[config.mk]
export PLATFORM = sky130hd
export DESIGN_NAME = batch_dump_ctrl
export DESIGN_NICKNAME = d
export VERILOG_FILES = /design/src/rtl/trng_ctrl_pkg.sv /design/src/rtl/sync_2ff.sv /design/src/rtl/batch_dump_ctrl.sv
export SDC_FILE = /design/constraint.sdc
export NUM_CORES = 1
export LEC_CHECK = 0
export BUFFER_PORTS_ARGS = -buffer_cell sky130_fd_sc_hd__buf_2
export CORE_MARGIN = 2
export CORE_UTILIZATION = 60
export DETAILED_ROUTE_END_ITERATION = 7
export PLACE_DENSITY = 0.92
export RECOVER_POWER = 100
export SYNTH_ARGS = -nofsm -noshare
export SYNTH_HDL_FRONTEND = slang
export SYNTH_HIERARCHICAL = 1
export SYNTH_SLANG_ARGS = --single-unit
[constraint.sdc]
create_clock -name clk -period 7.4 [get_ports clk]
set_clock_uncertainty 0.15 [all_clocks]
set_input_delay 0.37 -clock clk [delete_from_list [all_inputs] [get_ports clk]]
set_output_delay 0.37 -clock clk [all_outputs]
set_load 0.01 [all_outputs]
[src/rtl/trng_ctrl_pkg.sv]
// Shared definitions for the TRNG batch dump controller: state encoding,
// default command bytes and a small command-match helper.
package trng_ctrl_pkg;

    typedef enum logic [2:0] {
        IDLE      = 3'd0,
        ARM       = 3'd1,
        WAIT_DONE = 3'd2,
        READ      = 3'd3,
        LATCH     = 3'd4,
        SEND      = 3'd5,
        FINISH    = 3'd6
    } state_t;

    localparam logic [7:0] CMD_START_DEFAULT = 8'h53;  // 'S'
    localparam logic [7:0] CMD_ABORT_DEFAULT = 8'h41;  // 'A'

    // True when a strobed command byte matches the given code.
    function automatic logic is_cmd(input logic valid, input logic [7:0] data,
                                    input logic [7:0] code);
        return valid && (data == code);
    endfunction

endpackage

[src/rtl/sync_2ff.sv]
// Two-flop synchronizer for slow level signals crossing into the clk domain.
module sync_2ff #(
    parameter int WIDTH = 1
) (
    input  logic             clk,
    input  logic             rst,
    input  logic [WIDTH-1:0] d,
    output logic [WIDTH-1:0] q
);

    logic [WIDTH-1:0] meta;

    // First flop may go metastable; second flop gives it a full cycle to settle.
    always_ff @(posedge clk or posedge rst) begin
        if (rst) begin
            meta <= '0;
            q    <= '0;
        end else begin
            meta <= d;
            q    <= meta;
        end
    end

endmodule

[src/rtl/batch_dump_ctrl.sv]
// Batch dump controller: on a start command, raises coll_start, waits for the
// collector to finish, then streams BATCH_SIZE bytes from the collector memory
// to the UART transmitter, one byte per READ/LATCH/SEND round.
//
// state     | meaning
// ----------+-----------------------------------------------------------
// IDLE      | waiting for CMD_START
// ARM       | one cycle, collector start raised, timeout counter cleared
// WAIT_DONE | waiting for synchronized done, bounded by TIMEOUT_CYCLES
// READ      | rd_en pulse with rd_addr = idx
// LATCH     | capture rd_data into tx_data, raise tx_valid
// SEND      | hold tx_valid/tx_data until tx_ready
// FINISH    | start held low for HOLD_CYCLES and until done drops
module batch_dump_ctrl
    import trng_ctrl_pkg::*;
#(
    parameter int unsigned BATCH_SIZE     = 1000,
    parameter int unsigned TIMEOUT_CYCLES = 100_000_000,
    parameter logic [7:0]  CMD_START      = CMD_START_DEFAULT,
    parameter logic [7:0]  CMD_ABORT      = CMD_ABORT_DEFAULT,
    parameter int unsigned HOLD_CYCLES    = 16
) (
    input  logic        clk,
    input  logic        rst,
    input  logic        cmd_valid,
    input  logic [7:0]  cmd_data,
    output logic        coll_start,
    input  logic        coll_done,
    output logic        rd_en,
    output logic [31:0] rd_addr,
    input  logic [7:0]  rd_data,
    output logic        tx_valid,
    output logic [7:0]  tx_data,
    input  logic        tx_ready,
    output logic        busy,
    output logic        timeout_err
);

    localparam logic [31:0] IDX_LAST     = 32'(BATCH_SIZE - 1);
    localparam logic [31:0] TIMEOUT_LAST = 32'(TIMEOUT_CYCLES - 1);
    localparam logic [31:0] HOLD_LAST    = 32'(HOLD_CYCLES - 1);

    state_t      state;
    logic [31:0] idx;
    logic [31:0] cnt;    // timeout counter in WAIT_DONE, hold counter in FINISH
    logic        done_s;
    logic        start_cmd;
    logic        abort_cmd;

    sync_2ff #(.WIDTH(1)) u_done_sync (
        .clk (clk),
        .rst (rst),
        .d   (coll_done),
        .q   (done_s)
    );

    assign start_cmd = is_cmd(cmd_valid, cmd_data, CMD_START);
    assign abort_cmd = is_cmd(cmd_valid, cmd_data, CMD_ABORT);

    // Sequencer with all outputs registered; outputs change on state entry.
    always_ff @(posedge clk or posedge rst) begin
        if (rst) begin
            state       <= IDLE;
            idx         <= '0;
            cnt         <= '0;
            coll_start  <= 1'b0;
            rd_en       <= 1'b0;
            rd_addr     <= '0;
            tx_valid    <= 1'b0;
            tx_data     <= '0;
            busy        <= 1'b0;
            timeout_err <= 1'b0;
        end else begin
            case (state)
                IDLE: begin
                    if (start_cmd) begin
                        state       <= ARM;
                        idx         <= '0;
                        timeout_err <= 1'b0;
                        coll_start  <= 1'b1;
                        busy        <= 1'b1;
                    end
                end

                ARM: begin
                    cnt   <= '0;
                    state <= WAIT_DONE;
                end

                WAIT_DONE: begin
                    if (abort_cmd) begin
                        state      <= FINISH;
                        cnt        <= '0;
                        coll_start <= 1'b0;
                    end else if (done_s) begin
                        state   <= READ;
                        rd_en   <= 1'b1;
                        rd_addr <= idx;
                    end else if (cnt == TIMEOUT_LAST) begin
                        state       <= FINISH;
                        cnt         <= '0;
                        coll_start  <= 1'b0;
                        timeout_err <= 1'b1;
                    end else begin
                        cnt <= cnt + 32'd1;
                    end
                end

                READ: begin
                    rd_en <= 1'b0;
                    if (abort_cmd) begin
                        state      <= FINISH;
                        cnt        <= '0;
                        coll_start <= 1'b0;
                    end else begin
                        state <= LATCH;
                    end
                end

                LATCH: begin
                    if (abort_cmd) begin
                        state      <= FINISH;
                        cnt        <= '0;
                        coll_start <= 1'b0;
                    end else begin
                        tx_data  <= rd_data;
                        tx_valid <= 1'b1;
                        state    <= SEND;
                    end
                end

                SEND: begin
                    // An abort that lands on the handshake edge still lets
                    // that byte go out; only later bytes are dropped.
                    if (abort_cmd) begin
                        state      <= FINISH;
                        cnt        <= '0;
                        coll_start <= 1'b0;
                        tx_valid   <= 1'b0;
                    end else if (tx_ready) begin
                        tx_valid <= 1'b0;
                        if (idx == IDX_LAST) begin
                            state      <= FINISH;
                            cnt        <= '0;
                            coll_start <= 1'b0;
                        end else begin
                            idx     <= idx + 32'd1;
                            rd_addr <= idx + 32'd1;
                            rd_en   <= 1'b1;
                            state   <= READ;
                        end
                    end
                end

                FINISH: begin
                    // Collector must see start low long enough and drop done
                    // before the next batch may be armed.
                    if ((cnt >= HOLD_LAST) && !done_s) begin
                        state <= IDLE;
                        busy  <= 1'b0;
                    end else if (cnt < HOLD_LAST) begin
                        cnt <= cnt + 32'd1;
                    end
                end

                default: begin
                    state      <= IDLE;
                    coll_start <= 1'b0;
                    rd_en      <= 1'b0;
                    tx_valid   <= 1'b0;
                    busy       <= 1'b0;
                end
            endcase
        end
    end

endmodule

# Yosys cells after proc, flatten, opt, wreduce, memory -nomap -nowiden
# Cells that the tools add are included.
# word_totals
inputBits	21
ff_bits	114
out_inout_bits	45
# classes
n_reduce_logical	24
magnitude_cmp	2
eq_ne	28
n_bitwise	5
mux	55
add_sub_neg	2
# ops
cell	count
$mux W32	15
$pmux W32 S5	1
$pmux W32 S2	2
$add A32 B1 Y32 const B	2
$eq A32 B10 Y1 const B	1
$eq A32 B27 Y1 const B	1
$ge A32 B4 Y1 const B	1
$lt A32 B4 Y1 const B	1
$mux W3	8
$ne A2 B2 Y1 const B	11
$mux W1	21
$pmux W3 S7	1
$eq A8 B7 Y1 const B	2
$reduce_and A7 Y1	2
$ne A3 B3 Y1 const B	4
$reduce_and A6 Y1	2
$reduce_and A5 Y1	2
$reduce_or A5 Y1	2
$eq A3 B3 Y1 const B	3
$pmux W1 S3	3
$eq A3 B2 Y1 const B	2
$reduce_and A3 Y1	2
$reduce_bool A2 Y1	3
$not A1 Y1	5
other kinds (14)	19

# Depth between registers and ports, before layout
# Gate-level depths: netlist of run 1.
# depth
ltp_word	5
mapped_depth	9
depth_no_buf	7

# Hierarchy
# The synthesis of run 1 kept the hierarchy.
# modules_own_cells
module	cells_per_inst	area_per_inst_um2	instances	seq_area_each_um2
batch_dump_ctrl	721	6349.8	1	2802.7
sync_2ff	3	53.8	1	50.0

# Worst setup path before layout of run 1
# No wires, ideal clock.
# synth_timing
kind	flip-flop to flip-flop
from	register idx[1]
to	register cnt[13]
setup_time_ns	0.104
arrival_ns	2.174
n_path_buf	1
path_stages_with_launch	9
period_less_slack_ns	2.428
setup_slack_ns	4.972
cell_sequence	dfrtp_1 -> ha_1 -> nor4b_1 -> nand4_1 -> o211ai_4 -> nand4_2 -> nand2b_1 -> buf_2 -> o41ai_2
# synth_between
elab_chain_len	3
# synth_lines
item	line_no	source
start: declaration	batch_dump_ctrl.sv:44	logic [31:0] idx;
start signal: assignment	batch_dump_ctrl.sv:147	idx <= idx + 32'd1;
$eq A32 B10 Y1	batch_dump_ctrl.sv:142	if (idx == IDX_LAST) begin
$ne A3 B3 Y1 (no source line)	n/a	
$reduce_and A7 Y1 (no source line)	n/a	
end signal: assignment	batch_dump_ctrl.sv:105	cnt <= cnt + 32'd1;
end signal: assignment	batch_dump_ctrl.sv:162	cnt <= cnt + 32'd1;
end: declaration	batch_dump_ctrl.sv:45	logic [31:0] cnt;
# No other way between the ends.
# A chain may end at the register's enable or synchronous reset.

# Worst setup path after layout of run 1
# layout_timing
from	register state[1]
to	register cnt[30]
# layout_between
elab_chain_len	4
# layout_lines
item	line_no	source
start: declaration	batch_dump_ctrl.sv:43	state_t state;
start signal: assignment	batch_dump_ctrl.sv:63	state <= IDLE;
start signal: assignment	batch_dump_ctrl.sv:77	state <= ARM;
start signal: assignment	batch_dump_ctrl.sv:87	state <= WAIT_DONE;
$eq A3 B3 Y1 / $eq A3 B2 Y1 (equally long branches)	batch_dump_ctrl.sv:74	case (state)
$reduce_or A2 Y1 (no source line)	n/a	
$reduce_bool A5 Y1 (no source line) / $ne A2 B1 Y1 (equally long branches)	n/a	
$reduce_and A7 Y1 (no source line)	n/a	
# Several ways; a longest one is shown, not always the timed one.

==> flow_summary_export.csv, run 1 <==
group,metric,value,unit
status,status,"finished, violations left",
status,violations,"max-capacitance violations, max-slew violations",
sta,slew_viol_final,205,
floorplan,fp.coreArea,10300,sq um
sta,fin_crit,5.28,ns
drt,routed_wl,16.6,mm
drt,dr.pass1.iters,5,
cts,root_buffer,"clkbuf_8",
synthesis,yosys.area_share.simple,23.4,%
setup_path,worstReg2RegEnd,"cnt[30]",
floorplan,start_util,62.0,%
cts,insertion_delay,0.52,ns
hold_path,hold_path_startpoint,"tx_ready",
hold_path,whs_endpoint,"state[0]",
synthesis,async_reset_ff_share,100,%
synthesis,synth_largest_area_cell,"dfrtp_1",
hold_path,hold_path_class,"in2reg",
place,dpl.hpwl,10.7,mm
sta,fmax,0.189,GHz
global_routing,grt_use_total,30.3,%
synthesis,yosys_warnings,6,
synthesis,synth_compound_area_share,20.8,%
place,gp_congestion,0.960,
floorplan,num_io_pins,66,
synthesis,syn-instance-count,724,
setup_path,rr_worst_depth,8,
power_and_ir_drop,p_leak,2.84,nW
cells_and_area,multi_input_area,3240,sq um
setup_path,crit_arrival,5.50,ns
setup_path,crit_fanout,45,
setup_path,start_kind,"flip-flop",
floorplan,rows,37,
setup_path,crit_type,"reg2reg",
cts,numCtsBuffers,17,
hold_path,min_path_cells,2,
power_and_ir_drop,p_per_area,346,nW/um^2
place,place_ws,2.88,ns
floorplan,dieArea,11500,sq um
sta,tns,0,ns
global_routing,grt_max_degree,65,
cts,clk_pin_slew,0.06,ns
floorplan,die_y,107,um
drt,num_vias,6118,
drt,wire_per_inst,18.1,um
global_routing,grt_pass1_vias,5770,
setup_path,critPathCaptureType,"flip-flop",
setup_path,rr_startpoint,"state[1]",
synthesis,synth_top_family_by_area,"simple AND/OR/NAND/NOR gates",
synthesis,synth_area,6400,sq um
sta,worst_pin_slew,2.76,ns
sta,final-hold-violation-count,0,
global_routing,gr-usage-met1,40.3,%
global_routing,gr-total-overflow,0,
cells_and_area,final_util,70.9,%
cts,cts_tree,"built",
flow_run,cap_violations,4,
synthesis,synth_nets,748,
sta,setup_slack,2.12,ns
cells_and_area,nFillCells,792,
drt,drtAntennaViolNets,0,
drt,vias_per_cell,6.66,
synthesis,synth_fa_ha_area_share,0.586,%
place,port_buffers,65,
synthesis,synth_top_area_share,44.5,%
place,postPlaceCellArea,6730,sq um
cts,clock_tree.buffer_depth,2,
synthesis,muxShareOfSynthArea,2.52,%
cts,cts_max_level,4,
floorplan,die_w,107,um
synthesis,synth_flop_cell,"dfrtp_1",
global_routing,grt_pass1_wl,27.8,mm
global_routing,busiest_layer,"met2",
power_and_ir_drop,ir_worst_vdd,0.000201,V
cells_and_area,areaGrowthSynthToFinish,14.3,%
synthesis,avgSynthCellArea,8.84,sq um
setup_path,reg2reg_slack,2.12,ns
synthesis,ys_top_cells_by_area,"dfrtp_1 (45%), o21ai_0 (4.9%), a21oi_1 (4.8%)",
cells_and_area,drive_above_1_share,9.72,%
cells_and_area,ff_latch_area,2850,sq um
global_routing,use_met3,7.57,%
sta,finalSetupViolations,0,
synthesis,synth_edf_count,0,
sta,post-route-period-util,71.4,%
cts,post_cts_buffers,0,
global_routing,grt_util_met2,47.7,%
setup_path,cp_data_required_time,7.62,ns
synthesis,post_synth_xor_area_fraction,3.83,%
sta,relSlewSlack,-84.2,%
synthesis,synth_cell_types,66,
cells_and_area,final_area,7320,sq um
drt,route.detailed.drc,0,
sta,rsz0062_at_grt,"false",
drt,drtIter0Drc,628,
cells_and_area,nNetsFinal,793,
synthesis,ys_seq_area_share,44.5,%
global_routing,antenna_found_initial,1,
synthesis,ys_seq_elements,114,
cts,clock_sinks,114,
## registers in the layout, indices dropped and copies added, names as in the netlist
register / count
coll_start: 1
u_done_sync/q: 1
tx_data: 8
busy: 1
idx: 32
rd_addr: 32
state: 3
timeout_err: 1
rd_en: 1
tx_valid: 1
cnt: 32
u_done_sync/meta: 1
## per-layer routing
| layer | vias up | share of wire, % |
|---|---|---|
| li1 | 2769 | - |
| met1 | 2931 | 42 |
| met2 | 365 | 48 |
| met3 | 53 | 8.1 |
| met4 | 0 | 2.1 |
| met5 | - | 0 |
## power by group
part	switching [mW]	internal, mW	leakage (nW)
registers	0.117	0.770	1.49
logic	0.540	0.280	1.07
clock network	0.279	0.546	0.290
total	0.936	1.60	2.84
## logic make-up (layout without fill, tap and decap cells)
family                   count (synthesis)  in the layout
other                                    0              1
multiplexers                            15             15
AO/OA/AOI/OAI                          213            213
AND/OR/NAND/NOR                        284            284
flip-flops                             114            114
XOR/XNOR                                28             28
buffers and inverters                   67            125
adder cells (fa/ha/maj)                  3              3
## metrics by stage
step           hold slack [ns]  power (mW)  cells
3_5_place_dp             0.105        1.73    876
6_report                0.0676        2.53    919
2_1_floorplan          -0.0388        1.48    724
5_1_grt                 0.0526        2.69    919
4_1_cts                 0.0538        2.56    918
3_3_place_gp             0.102        1.69    876
## layout by cell type, fill, tap and decap left out, types with 6 or more instances in the layout
| cell | count |
|---|---|
| dlygate4sd3_1 | 10 |
| a31oi_1 | 13 |
| nor3_1 | 19 |
| mux2i_1 | 6 |
| xor2_1 | 16 |
| and3_1 | 8 |
| nand4_1 | 21 |
| o21ai_0 | 63 |
| nand2_1 | 52 |
| nand3_1 | 41 |
| nor2_1 | 80 |
| o31ai_1 | 30 |
| buf_2 | 19 |
| mux2_2 | 8 |
| clkbuf_1 | 50 |
| o41ai_1 | 9 |
| or3_1 | 10 |
| inv_1 | 11 |
| a21oi_1 | 61 |
| xnor2_1 | 12 |
| nor4_1 | 10 |
| and4_1 | 7 |
| dfrtp_1 | 114 |
| clkbuf_16 | 16 |
| or4_1 | 9 |
## synth_stat cells, types with 2 or more instances
cell type	number
a21boi_0	2
o21bai_1	3
and3_1	8
o21ai_0	63
nor4b_1	2
buf_2	16
a21oi_1	61
nor2_1	80
nand3_1	41
a31oi_1	13
xnor2_1	12
a22o_1	5
or4_1	9
dfrtp_1	114
ha_1	3
nor3_1	18
nand2_1	51
clkbuf_1	37
inv_1	12
o22ai_1	2
o31ai_1	30
or2_2	4
nand4_1	20
and2_1	5
and4_1	7
nor4_1	10
a211oi_1	2
a21o_1	5
a41oi_1	2
mux2i_1	6
mux2_2	9
o41ai_1	8
and4bb_2	2
or3_1	10
a31o_2	2
nand2b_1	5
xor2_1	16
## layout make-up
class                      instances  share of cell area, %
clock buffer                      23                   6.51
inverter                          13                  0.684
clock inverter                     9                   1.74
timing repair buffer              80                   5.44
antenna                            1                 0.0342
multi-input combinational        543                   44.3
tap                              136                   2.33
sequential                       114                   39.0
## worst max-delay path, cell delays in order, from the launching register on
cell and delay (ns):
dfrtp_1 0.71, inv_1 0.24, nand3_1 0.15, buf_4 0.43, clkinv_1 0.79, o211ai_1 0.57, nand4_1 0.95, nor2_1 0.99
nor3_1 0.13
## worst max path at each step
stage               to      from  depth (start not counted)  slack [ns]
2_1_floorplan     busy       rst                          1        3.92
3_3_place_gp    idx[0]  state[1]                          7        3.04
3_5_place_dp    idx[0]  state[1]                          7        2.88
4_1_cts         idx[0]  state[1]                          7        2.87
5_1_grt        idx[21]       rst                          4        1.61
6_report       cnt[30]  state[1]                          8        2.12
## what timing repair did
item | 4_1_cts | 5_1_grt
hold buffers | 10 | 0
setup endpoints to repair | 0 | 0
gates resized for setup | 0 | 0
endpoints found under the hold margin | 70 | 0
Note: power is estimated with default switching activity, not from simulation.
==> run 2, diff against run 1 <==
- CORE_UTILIZATION: 60 -> 54
- PLACE_DENSITY: 0.92 -> 0.88
- clock period: 7.4 -> 4.8 ns (I/O delays scaled with it)
==> flow_summary_export.csv, run 2 (synthesis results as in run 1) <==
group,metric,value,unit
cells_and_area,top_regs,"cnt: 32 flops, idx: 32 flops, rd_addr: 32 flops",
hold_path,hold_path_class,"in2reg",
sta,rsz0062_at_grt,"false",
place,gp_congestion,0.894,
setup_path,rr_startpoint,"state[1]",
sta,fmax,0.247,GHz
cells_and_area,nFillCells,1005,
drt,top_layer,"met4",
sta,fin_crit,4.05,ns
drt,num_vias,5925,
cts,clock_tree.buffer_depth,2,
power_and_ir_drop,p_per_area,521,nW/um^2
sta,final-hold-violation-count,0,
global_routing,gr-total-overflow,0,
setup_path,crit_type,"reg2reg",
drt,met3WireLength,1.06,mm
setup_path,crit_fanout,33,
floorplan,num_io_pins,66,
setup_path,rr_worst_depth,7,
cts,cts_resized,0,
cts,numCtsBuffers,17,
hold_path,whs_endpoint,"state[0]",
global_routing,grt_use_total,25.7,%
drt,met1Wirelength,6.94,mm
floorplan,die_w,113,um
cells_and_area,ff_latch_area,2850,sq um
floorplan,start_util,55.6,%
drt,wire_per_inst,17.3,um
cells_and_area,mostFrequentLayoutCells,"dfrtp_1 (114), nor2_1 (80), o21ai_0 (63)",
sta,tns,0,ns
setup_path,worstReg2RegEnd,"idx[0]",
cells_and_area,mostFrequentLayoutCell,"dfrtp_1",
setup_path,crit_arrival,4.20,ns
setup_path,start_kind,"flip-flop",
place,postPlaceCellArea,6770,sq um
flow_run,cap_violations,1,
drt,drtAntennaViolNets,0,
drt,route.detailed.drc,6,
sta,worst_pin_slew,3.11,ns
cells_and_area,areaGrowthSynthToFinish,13.8,%
status,violations,"design-rule violations, max-capacitance violations, max-slew violations",
cells_and_area,nNetsFinal,797,
floorplan,dieArea,12700,sq um
global_routing,antenna_found_initial,0,
cells_and_area,final_area,7290,sq um
hold_path,hold_path_startpoint,"tx_ready",
power_and_ir_drop,p_leak,2.85,nW
drt,drtIter0Drc,538,
global_routing,grt_max_degree,84,
cts,cts_max_level,4,
hold_path,min_path_cells,2,
drt,routed_wl,16.0,mm
global_routing,grt_pass1_vias,5410,
setup_path,cp_data_required_time,4.95,ns
sta,finalSetupViolations,0,
sta,relSlewSlack,-107,%
setup_path,reg2reg_slack,0.75,ns
cts,insertion_delay,0.41,ns
setup_path,critPathCaptureType,"flip-flop",
cts,clk_pin_slew,0.05,ns
floorplan,rows,39,
cells_and_area,multi_input_area,3250,sq um
status,status,"finished, violations left",
power_and_ir_drop,ir_worst_vdd,0.000346,V
cells_and_area,num_antenna_cells,0,
drt,vias_per_cell,6.38,
cts,cts_tree,"built",
place,port_buffers,65,
drt,dr.pass1.iters,7,
power_and_ir_drop,power.total,3.80,mW
sta,slew_viol_final,84,
floorplan,die_y,113,um
cts,root_buffer,"clkbuf_16",
place,dpl.hpwl,10.2,mm
sta,post-route-period-util,84.4,%
cts,post_cts_buffers,0,
global_routing,grt_pass1_wl,26.5,mm
cells_and_area,drive_above_1_share,9.68,%
floorplan,fp.coreArea,11500,sq um
drt,wl_met2,7.68,mm
cts,clock_sinks,114,
## run 2: cell count changes in the layout (fill, tap and decap cells not counted), sizes merged
cell,before,now
diode,1,0
buf,22,24
clkbuf,71,75
clkinvlp,4,0
bufinv,3,1
inv,11,12
clkinv,4,6
## run 2: report_power, final
group | total (mW) | switching (mW) | internal, mW
registers | 1.36 | 0.176 | 1.19
clock network | 1.16 | 0.415 | 0.744
logic | 1.28 | 0.845 | 0.431
## run 2: layer usage
layer | up-vias | global-route usage (%)
met5 | - | 0
li1 | 2775 | -
met1 | 2854 | 35.4
met4 | 0 | 9.43
met3 | 32 | 5.95
met2 | 264 | 40.2
## run 2: area by class of cell
class                      count  share of cell area (%)
timing repair buffer          84                    5.77
inverter                      13                   0.669
clock buffer                  25                    6.66
sequential                   114                    39.1
clock inverter                 6                   0.755
tap                          143                    2.45
multi-input combinational    543                    44.6
## run 2: what timing repair did
| action | CTS | global route |
|---|---|---|
| hold endpoints to repair | 73 | 0 |
| setup endpoints to repair | 0 | 0 |
| hold buffers | 10 | 0 |
## run 2: worst max-delay path by stage
stage / end / cells past startpoint / startpoint
floorplan: busy / 1 / rst
global placement: cnt[22] / 6 / state[1]
detailed placement: cnt[30] / 7 / state[1]
CTS: cnt[25] / 6 / state[1]
global route: idx[10] / 8 / state[1]
finish: idx[0] / 7 / state[1]
## run 2: worst max-delay path, stage by stage (launching register included)
cell	delay (ns)
dfrtp_1	0.69
inv_1	0.25
nand3_1	0.19
clkinv_1	0.29
o2111ai_2	0.18
clkbuf_1	0.91
a21o_1	0.85
mux2_2	0.41
## run 2: per-stage QoR
step           instances  hold WS [ns]  worst slack (ns)  utilization [%]
2_1_floorplan        724        -0.169              1.45                -
3_3_place_gp         887       -0.0267              1.34             58.8
3_5_place_dp         887       -0.0215              1.20             58.8
4_1_cts              928        0.0223              1.18             64.3
5_1_grt              928        0.0444             0.526             63.3
6_report             928        0.0469             0.748             63.3
==> run 3, diff against run 2 <==
- ABC_AREA: unset -> 1
- CORE_UTILIZATION: 54 -> 55
- clock period: 4.8 -> 3.5 ns (I/O delays scaled with it)
==> flow_summary_export.csv, run 3 <==
group,metric,value,unit
synthesis,synth_nets,1143,
setup_path,rr_worst_depth,9,
synthesis,synth_area,7620,sq um
floorplan,fp.coreArea,13400,sq um
synthesis,ys_seq_area_share,37.5,%
place,port_buffers,65,
setup_path,start_kind,"flip-flop",
cts,root_buffer,"clkbuf_16",
synthesis,synth_cell_types,46,
floorplan,start_util,56.8,%
synthesis,synth.most_common_cell,"nand2_1",
cells_and_area,top_regs,"cnt: 32 flops, idx: 32 flops, rd_addr: 32 flops",
floorplan,dieArea,14800,sq um
sta,rsz0062_at_grt,"false",
cells_and_area,num_antenna_cells,0,
floorplan,rows,42,
cts,insertion_delay,0.42,ns
global_routing,grt_max_degree,60,
cells_and_area,nNetsFinal,1197,
setup_path,crit_arrival,3.19,ns
place,dpl.hpwl,14.5,mm
cts,numCtsBuffers,17,
synthesis,syn-instance-count,1119,
global_routing,antenna_found_initial,0,
cts,cts_tree,"built",
sta,post-route-period-util,85.4,%
cells_and_area,mostFrequentLayoutCells,"nand2_1 (326), nor2_1 (167), dfrtp_1 (114)",
synthesis,ys_seq_elements,114,
cts,clock_tree.buffer_depth,2,
cells_and_area,fin_cells,1362,
setup_path,critPathCaptureType,"flip-flop",
power_and_ir_drop,power.total,5.76,mW
setup_path,crit_type,"reg2reg",
drt,dr.pass1.iters,6,
synthesis,synth_top_area_share,37.5,%
global_routing,grt_pass1_vias,7233,
global_routing,gr-total-overflow,0,
power_and_ir_drop,ir_worst_vdd,0.000604,V
drt,drtIter0Drc,921,
drt,wire_per_inst,15.3,um
synthesis,async_reset_ff_share,100,%
floorplan,die_w,122,um
hold_path,hold_path_class,"in2async",
cells_and_area,areaGrowthSynthToFinish,12.2,%
drt,num_vias,7839,
global_routing,grt_use_total,30.0,%
power_and_ir_drop,p_per_area,674,nW/um^2
power_and_ir_drop,p_leak,3.80,nW
synthesis,synth_flop_cell,"dfrtp_1",
cells_and_area,final_area,8550,sq um
place,place_ws,0.721,ns
cts,cts_max_level,4,
sta,fmax,0.335,GHz
setup_path,crit_fanout,42,
cells_and_area,drive_above_1_share,10.1,%
flow_run,cap_violations,1,
synthesis,synth_largest_area_cell,"dfrtp_1",
sta,relSlewSlack,-36.7,%
synthesis,avgSynthCellArea,6.81,sq um
sta,fin_crit,2.99,ns
global_routing,grt_pass1_wl,35.3,mm
cts,clk_pin_slew,0.06,ns
cells_and_area,final_util,63.8,%
sta,worst_pin_slew,2.05,ns
floorplan,num_io_pins,66,
drt,drtAntennaViolNets,0,
sta,final-hold-violation-count,0,
sta,setup_slack,0.511,ns
synthesis,synth_edf_count,0,
cts,clock_sinks,114,
cells_and_area,mostFrequentLayoutCell,"nand2_1",
place,postPlaceCellArea,7980,sq um
drt,vias_per_cell,5.76,
synthesis,yosys_warnings,6,
place,dp_cells,1320,
drt,routed_wl,20.9,mm
sta,finalSetupViolations,0,
sta,slew_viol_final,54,
sta,holdWs,0.00126,ns
setup_path,cp_data_required_time,3.70,ns
synthesis,ys_top_cells_by_area,"dfrtp_1 (37%), nand2_1 (16%), nor2_1 (8.0%)",
status,status,"finished, violations left",
status,violations,"max-capacitance violations, max-slew violations",
drt,route.detailed.drc,0,
synthesis,synthTopCellsByCount,"nand2_1 (326), nor2_1 (163), dfrtp_1 (114)",
floorplan,die_y,122,um
place,gp_congestion,0.980,
sta,tns,0,ns
## run 3: cell count changes after synthesis, sizes merged, moves of 11 or more
cell,previous run,this run
nand3,43,95
xnor2,12,1
nor2,80,186
nand2,52,330
clkbuf,38,22
buf,16,27
o21ai,64,77
o31ai,30,1
inv,12,102
nand4,22,40
## run 3: layout make-up
| cell class | instances | area, sq um |
|---|---|---|
| clock buffers | 19 | 433 |
| clock inverters | 13 | 160 |
| fillers | 1162 | 4850 |
| inverters | 103 | 389 |
| multi-input cells | 853 | 4030 |
| flip-flops and latches | 114 | 2850 |
| well taps | 176 | 220 |
| repair buffers | 84 | 458 |
## run 3: path summary, 6_finish.rpt
path / startpoint / end / slack, ns
setup / recovery: state[2] / rd_addr[3] / 0.51
hold / removal: rst / u_done_sync/q / 0.001
setup reg to reg: state[2] / rd_addr[3] / 0.51
min in group clk: tx_ready / state[0] / 0.09
max in group asynchronous: rst / idx[29] / 1.17
hold reg to reg: u_done_sync/meta / u_done_sync/q / 0.22
## run 3: cells by family (layout without fill, tap and decap cells)
logic type	Yosys count	in the layout	share of synthesized area, %
compound gates	161	161	12.8
xor+xnor	7	7	0.805
fa+ha+maj	3	3	0.493
buf+inv	152	219	8.77
flops	114	114	37.5
mux	8	8	1.18
simple gates	674	674	38.5
## run 3: layer usage
layer | vias to the layer above | track usage, % | share of wire, %
li1 | 3770 | - | -
met1 | 3590 | 43.5 | 44
met2 | 433 | 45.2 | 44
met3 | 46 | 6.27 | 10
met4 | 0 | 9.55 | 1.9
met5 | - | 0 | 0
## run 3: power breakdown
| part | internal [mW] | switching [mW] |
|---|---|---|
| Sequential | 1.63 | 0.212 |
| Clock | 1.12 | 0.641 |
| Combinational | 0.668 | 1.49 |
## run 3: worst max-delay path, cell delays in order, from the launching register on
cell and delay [ns]:
dfrtp_1 0.53, nand3_1 0.24, buf_4 0.43, o21ai_0 0.21
nor3_4 0.18, nand2_4 0.23, inv_2 0.33, clkbuf_2 0.37
nor2_1 0.09, a31oi_2 0.14
## run 3: timing repair
item / 4_1_cts / 5_1_grt
gates resized for setup: 0 / 0
endpoints found under the hold margin: 64 / 0
buffers inserted: 0 / 0
hold buffers: 10 / 0
